<file path="src/rtl/mem_loader_pkg.sv">
// Shared types for the program loader and memory-bus arbiter.
// Bus bundle types are reused by the mux; loader states use ST_ prefixes to avoid clashing with mw_t.
package mem_loader_pkg;

  typedef logic [15:0] addr_t;
  typedef logic [7:0]  data_t;

  typedef enum logic {
    READ  = 1'b0,
    WRITE = 1'b1
  } mw_t;

  typedef struct packed {
    mw_t   mw;
    addr_t addr;
    data_t data;
  } mem_req_t;

  typedef enum logic [2:0] {
    ST_IDLE,
    ST_ADDR_HI,
    ST_ADDR_LO,
    ST_LEN,
    ST_DATA,
    ST_WRITE,
    ST_CSUM
  } loader_state_t;

  localparam data_t LOADER_SYNC_DEFAULT = 8'hA5;

endpackage

</file>
<file path="src/rtl/mem_bus_mux.sv">
// 2:1 selector for the single memory port: loader bundle while the CPU is held, CPU otherwise.
module mem_bus_mux
  import mem_loader_pkg::*;
(
  input  logic     sel_loader,
  input  mem_req_t cpu_req,
  input  mem_req_t ldr_req,
  output mem_req_t mem_req
);

  assign mem_req = sel_loader ? ldr_req : cpu_req;

endmodule

</file>
<file path="src/rtl/mem_loader.sv">
// Framed byte-stream loader that owns the memory write port and holds the CPU off the bus mid-frame.
// Frame: SYNC, ADDR_HI, ADDR_LO, LEN (0 = 256), data bytes, CSUM (8-bit sum of all but SYNC is zero).
//
// state      | meaning
// ST_IDLE    | CPU owns the bus; hunting for SYNC_BYTE
// ST_ADDR_HI | waiting for load address high byte
// ST_ADDR_LO | waiting for load address low byte
// ST_LEN     | waiting for payload length
// ST_DATA    | waiting for next payload byte
// ST_WRITE   | single-cycle memory write of the captured byte
// ST_CSUM    | waiting for checksum byte
module mem_loader
  import mem_loader_pkg::*;
#(
  parameter data_t       SYNC_BYTE      = LOADER_SYNC_DEFAULT,
  parameter int unsigned TIMEOUT_CYCLES = 1000000
) (
  input  logic        clk,
  input  logic        rst_n,
  input  data_t       rx_data,
  input  logic        rx_valid,
  output logic        rx_ready,
  input  mw_t         cpu_mw,
  input  addr_t       cpu_addr,
  input  data_t       cpu_data,
  output mw_t         mem_mw,
  output addr_t       mem_addr,
  output data_t       mem_data,
  output logic        cpu_hold,
  output logic        load_ok,
  output logic        load_err,
  output logic [7:0]  frame_cnt
);

  localparam int TIMER_W = $clog2(TIMEOUT_CYCLES + 1);
  localparam logic [TIMER_W-1:0] TIMER_LAST = TIMER_W'(TIMEOUT_CYCLES - 1);

  loader_state_t      state;
  mw_t                ldr_mw;
  addr_t              ldr_addr;
  data_t              ldr_data;
  addr_t              ptr;
  data_t              sum;
  logic [8:0]         remaining;
  logic [TIMER_W-1:0] timer;

  logic     accept;
  data_t    sum_next;
  mem_req_t cpu_req, ldr_req, mem_req;

  assign rx_ready = (state != ST_WRITE);
  assign cpu_hold = (state != ST_IDLE);
  assign accept   = rx_valid && rx_ready;
  assign sum_next = sum + rx_data;

  always_ff @(posedge clk or negedge rst_n) begin
    if (!rst_n) begin
      state     <= ST_IDLE;
      ldr_mw    <= READ;
      ldr_addr  <= '0;
      ldr_data  <= '0;
      ptr       <= '0;
      sum       <= '0;
      remaining <= '0;
      timer     <= '0;
      load_ok   <= 1'b0;
      load_err  <= 1'b0;
      frame_cnt <= '0;
    end else begin
      load_ok  <= 1'b0;
      load_err <= 1'b0;

      if (state == ST_IDLE || accept) timer <= '0;
      else                            timer <= timer + 1'b1;

      // A stalled sender aborts the frame; whatever was already written stays in memory.
      if (state != ST_IDLE && !accept && timer == TIMER_LAST) begin
        load_err <= 1'b1;
        ldr_mw   <= READ;
        state    <= ST_IDLE;
      end else begin
        case (state)
          ST_IDLE: begin
            if (accept && rx_data == SYNC_BYTE) state <= ST_ADDR_HI;
          end
          ST_ADDR_HI: begin
            if (accept) begin
              ptr[15:8] <= rx_data;
              sum       <= rx_data;
              state     <= ST_ADDR_LO;
            end
          end
          ST_ADDR_LO: begin
            if (accept) begin
              ptr[7:0] <= rx_data;
              sum      <= sum_next;
              state    <= ST_LEN;
            end
          end
          ST_LEN: begin
            if (accept) begin
              remaining <= (rx_data == 8'h00) ? 9'd256 : {1'b0, rx_data};
              sum       <= sum_next;
              state     <= ST_DATA;
            end
          end
          ST_DATA: begin
            if (accept) begin
              ldr_mw   <= WRITE;
              ldr_addr <= ptr;
              ldr_data <= rx_data;
              sum      <= sum_next;
              state    <= ST_WRITE;
            end
          end
          ST_WRITE: begin
            ldr_mw    <= READ;
            ptr       <= ptr + 16'd1;
            remaining <= remaining - 9'd1;
            state     <= (remaining == 9'd1) ? ST_CSUM : ST_DATA;
          end
          ST_CSUM: begin
            if (accept) begin
              if (sum_next == 8'h00) begin
                load_ok   <= 1'b1;
                frame_cnt <= frame_cnt + 8'd1;
              end else begin
                load_err  <= 1'b1;
              end
              state <= ST_IDLE;
            end
          end
          default: state <= ST_IDLE;
        endcase
      end
    end
  end

  assign cpu_req = '{mw: cpu_mw, addr: cpu_addr, data: cpu_data};
  assign ldr_req = '{mw: ldr_mw, addr: ldr_addr, data: ldr_data};

  mem_bus_mux u_mux (
    .sel_loader (cpu_hold),
    .cpu_req    (cpu_req),
    .ldr_req    (ldr_req),
    .mem_req    (mem_req)
  );

  assign mem_mw   = mem_req.mw;
  assign mem_addr = mem_req.addr;
  assign mem_data = mem_req.data;

endmodule
</file>
<file path="config.mk">
export PLATFORM = sky130hd
export DESIGN_NAME = mem_loader
export DESIGN_NICKNAME = d
export VERILOG_FILES = /design/src/rtl/mem_loader_pkg.sv /design/src/rtl/mem_bus_mux.sv /design/src/rtl/mem_loader.sv
export SDC_FILE = /design/constraint.sdc
export NUM_CORES = 1
export LEC_CHECK = 0
export CORE_MARGIN = 3
export CORE_UTILIZATION = 35
export CTS_BUF_LIST = sky130_fd_sc_hd__clkbuf_8
export DETAILED_ROUTE_END_ITERATION = 16
export GPL_TIMING_DRIVEN = 0
export SYNTH_ARGS = -nofsm -noshare
export SYNTH_HDL_FRONTEND = slang
export SYNTH_SLANG_ARGS = --single-unit
</file>
<file path="constraint.sdc">
create_clock -name clk -period 5.3 [get_ports clk]
set_input_delay 0.795 -clock clk [delete_from_list [all_inputs] [get_ports clk]]
set_output_delay 0.795 -clock clk [all_outputs]
set_load 0.005 [all_outputs]
</file>
==> impl_results.md <==
- Maximum clock frequency: 250.3 MHz
- Total clock sinks: just over 90
- Clk_lat worst skew: 0.38 ns
- Post-synthesis mux area share: 0.1232
- Post-Synthesis Cells: 526
- Synth unique cells: 68
- Run status: completed
- P_leak: 0.002697 uW
- Yosys warnings: 0
- Synth Area in Simple Gates: 0.1783
- Final hold violations: 0
- Syn nets: 575
- Placed Instance Area: ~6200 um2
- CTS Buffer Depth: 2
- Max VDD drop: ~0.0002 V
- Multi-input logic area: between 2000 and 3000 um2
- Post-synth EDFFs: 0
- Async S/R FF share, synth: 1.000
- Worst Path Arrival: approximately 3.2 ns
- Wire length per cell: 16.67 um
- Die Wd: 128.4 um
- TritonCTS buffer count: 9
- Min cycle time layout: around 4.0 ns
- Placed Cells: roughly 780
- Initial antenna violation count: 0
- Slew Limit Fails: 0
- CP startpoint kind: flop
- CTS H-tree lvls: 3
- I/O pin count: 73
- Detailed router's first-iteration violation count: 347
- Most frequent cells in the layout: 91 x dfrtp_1, 70 x clkdlybuf4s50_1, 59 x nor2_1
- Gpl congestion: 0.8325
- Setup Viol. Count Final: 0
- Slew headroom: 0.4383
- Final ANT Viol Nets: 0
- Post-Route WL: 13,300 um
- Pre-Repair DR Iteration Count: 5
- Hold Crit Class: in2async
- Initial Util: 0.3593
- Critical Setup Path Class: reg2out
- Row cnt: between 40 and 50
- Post-CTS Setup Bufs: 0
- Post-route insts no fill: 798
- Area delta synth->final: 22.86%
- Mapped Area: 5243 um2
- Fin area: 6441 um2
- Worst Path Required: 4.51 ns
- Most common cell after layout, fill and taps aside: dfrtp_1
- Net count, final: 658
- Largest family of logic cells by synthesized area: simple AND/OR/NAND/NOR gates
- Reg2reg start: sum[0]
- Number of global-route vias before repair: 4,282
- Worst-margin pin slew: 0.8355 ns
- FF/Latch Area: 2277 um2
- Die height: 128.4 um
- RSZ-0062 raised after global routing: false
- Mean Syn Cell Area: between 9 and 10 um2
- Fin Setup TNS: 0 ns
- Via Count: 4,433
- Post-synthesis compound-gate area fraction: 0.1499
- Clock skew: 0.01516 ns
- Post-route DRC: 0
- Via/cell ratio: roughly 5.6
- Grt ovf: 0
- Post-layout util: 0.4415
- CTS tree: done
- Top_reg_cell synth: dfrtp_1
- Fillcell total: ~1,400
- Post-Synth XOR/XNOR Area: 0.05012
- Hold Buf Count CTS: 0
- Global-route usage over all layers: 0.1654
- Power Density: 505.7 nW/um2
- Die area: 16,480 um2
- Clock root buffer: clkbuf_8
- Crit share post-route: 0.7537
- Clock transition at path regs: 0.10 ns
- Largest net degree at the start of global routing: 54
- Worst r2r path cells: 10
- Critical path origin: state[1]
- ANT cells: 0
- CP endpoint kind: output port
- Adder-Cell Fraction of Synth Area: 0.03246
- Post-cts resize count: 0
- First-pass GRT wire length: ~22,000 um
- Share of cells above drive strength 1: 0.1580
- Sequential area share after synthesis: 0.4344
- Port bufs: around 70
- Number of synthesized register bits: 91
- Top fanout value on the critical path: 10
- DP HPWL: 9621 um
- Max_cap viols: 0
- Core Box Area: 14,590 um2
## where the power goes
part           leakage (uW)  switching [uW]  internal [uW]
logic               0.00144             786            812
clock network      0.000111             263            283
registers           0.00115             188            925
total               0.00270            1240           2020
## layer usage
layer  GRT usage  routed length, um  vias up
met5           0                  0        -
met4     0.05368                237        0
met3     0.02864                773       17
met2      0.2479               5939      157
met1      0.2427               6350     2166
li1            -                  -     2093
## path summary, 6_finish.rpt
check / to / slack [ns]
setup reg to reg: frame_cnt[1] / 2.30
hold reg to reg: frame_cnt[7] / 0.47
min in group clk: frame_cnt[7] / 0.47
max in group asynchronous: remaining[0] / 4.26
setup / recovery: mem_addr[10] / 1.31
hold / removal: timer[12] / 0.39
## synth_stat cells (2+ instances only)
| library cell | instances | area share |
|---|---|---|
| nand2_1 | 30 | 0.021 |
| and3_1 | 12 | 0.014 |
| a21oi_1 | 29 | 0.028 |
| buf_1 | 5 | 0.0036 |
| and2_1 | 4 | 0.0048 |
| a21o_1 | 3 | 0.0043 |
| o22ai_1 | 5 | 0.0060 |
| o21ai_1 | 2 | 0.0019 |
| or4_1 | 2 | 0.0029 |
| or3_1 | 3 | 0.0036 |
| inv_1 | 16 | 0.011 |
| xnor2_1 | 11 | 0.018 |
| nand4_1 | 8 | 0.0095 |
| nand3_1 | 18 | 0.017 |
| o32ai_1 | 2 | 0.0033 |
| mux2_2 | 52 | 0.11 |
| o31a_1 | 2 | 0.0033 |
| o211ai_1 | 2 | 0.0029 |
| a41oi_1 | 2 | 0.0033 |
| nand3b_1 | 2 | 0.0029 |
| nor4_2 | 4 | 0.0095 |
| ha_1 | 12 | 0.029 |
| o22a_1 | 8 | 0.013 |
| and4_1 | 3 | 0.0050 |
| nor2b_1 | 4 | 0.0048 |
| nor3_1 | 14 | 0.013 |
| a31oi_1 | 5 | 0.0060 |
| mux2i_1 | 6 | 0.011 |
| nor4_1 | 7 | 0.0084 |
| clkbuf_1 | 9 | 0.0064 |
| nor2_1 | 59 | 0.042 |
| o21ai_0 | 29 | 0.028 |
| dfrtp_1 | 91 | 0.43 |
| o31ai_1 | 2 | 0.0029 |
| inv_2 | 2 | 0.0014 |
| xor2_1 | 19 | 0.032 |
| a22oi_1 | 2 | 0.0029 |
| a211oi_1 | 2 | 0.0029 |
| buf_2 | 7 | 0.0067 |
| o21a_1 | 3 | 0.0043 |
## area by class of cell
type	count	share of cell area
Clock buffer	10	0.02137
Inverter	18	0.01049
Timing Repair Buffer	72	0.1142
Tap cell	184	0.03574
Sequential cell	91	0.3535
Multi-Input combinational cell	395	0.4345
Clock inverter	6	0.01476
Buffer	22	0.01535
## metrics by stage
stage | hold WS (ns) | worst slack (ns) | power [uW]
after global placement | 0.4567 | -0.08579 | 2674
after global routing | 0.4178 | 1.015 | 3510
after detailed placement | 0.4701 | 1.093 | 2714
after floorplan | 0.4476 | 2.183 | 2113
final | 0.3861 | 1.305 | 3257
after CTS | 0.3962 | 1.245 | 3275
## sequential cells by signal, indices dropped and copies added, names as in the netlist
signal and flops:
frame_cnt 8, ldr_addr 16, ldr_data 8, ldr_mw 1
load_err 1, load_ok 1, ptr 16, remaining 9
state 3, sum 8, timer 20
## worst max-delay path: stages, from the launching register on
cell and delay, ns:
dfrtp_1 0.36, clkbuf_1 0.37, inv_1 0.18, nand3_1 0.57, clkbuf_1 0.49, mux2_2 0.40, clkdlybuf4s50_1 0.46
## logic make-up after synthesis
family,count (synthesis)
AOI/OAI and AO/OA,115
DFF,91
xor gates and xnor gates,30
buffers and inverters,40
adders and majority gates,13
muxes,58
and+or+nand+nor,179
Power figures use the tool's default switching activity.
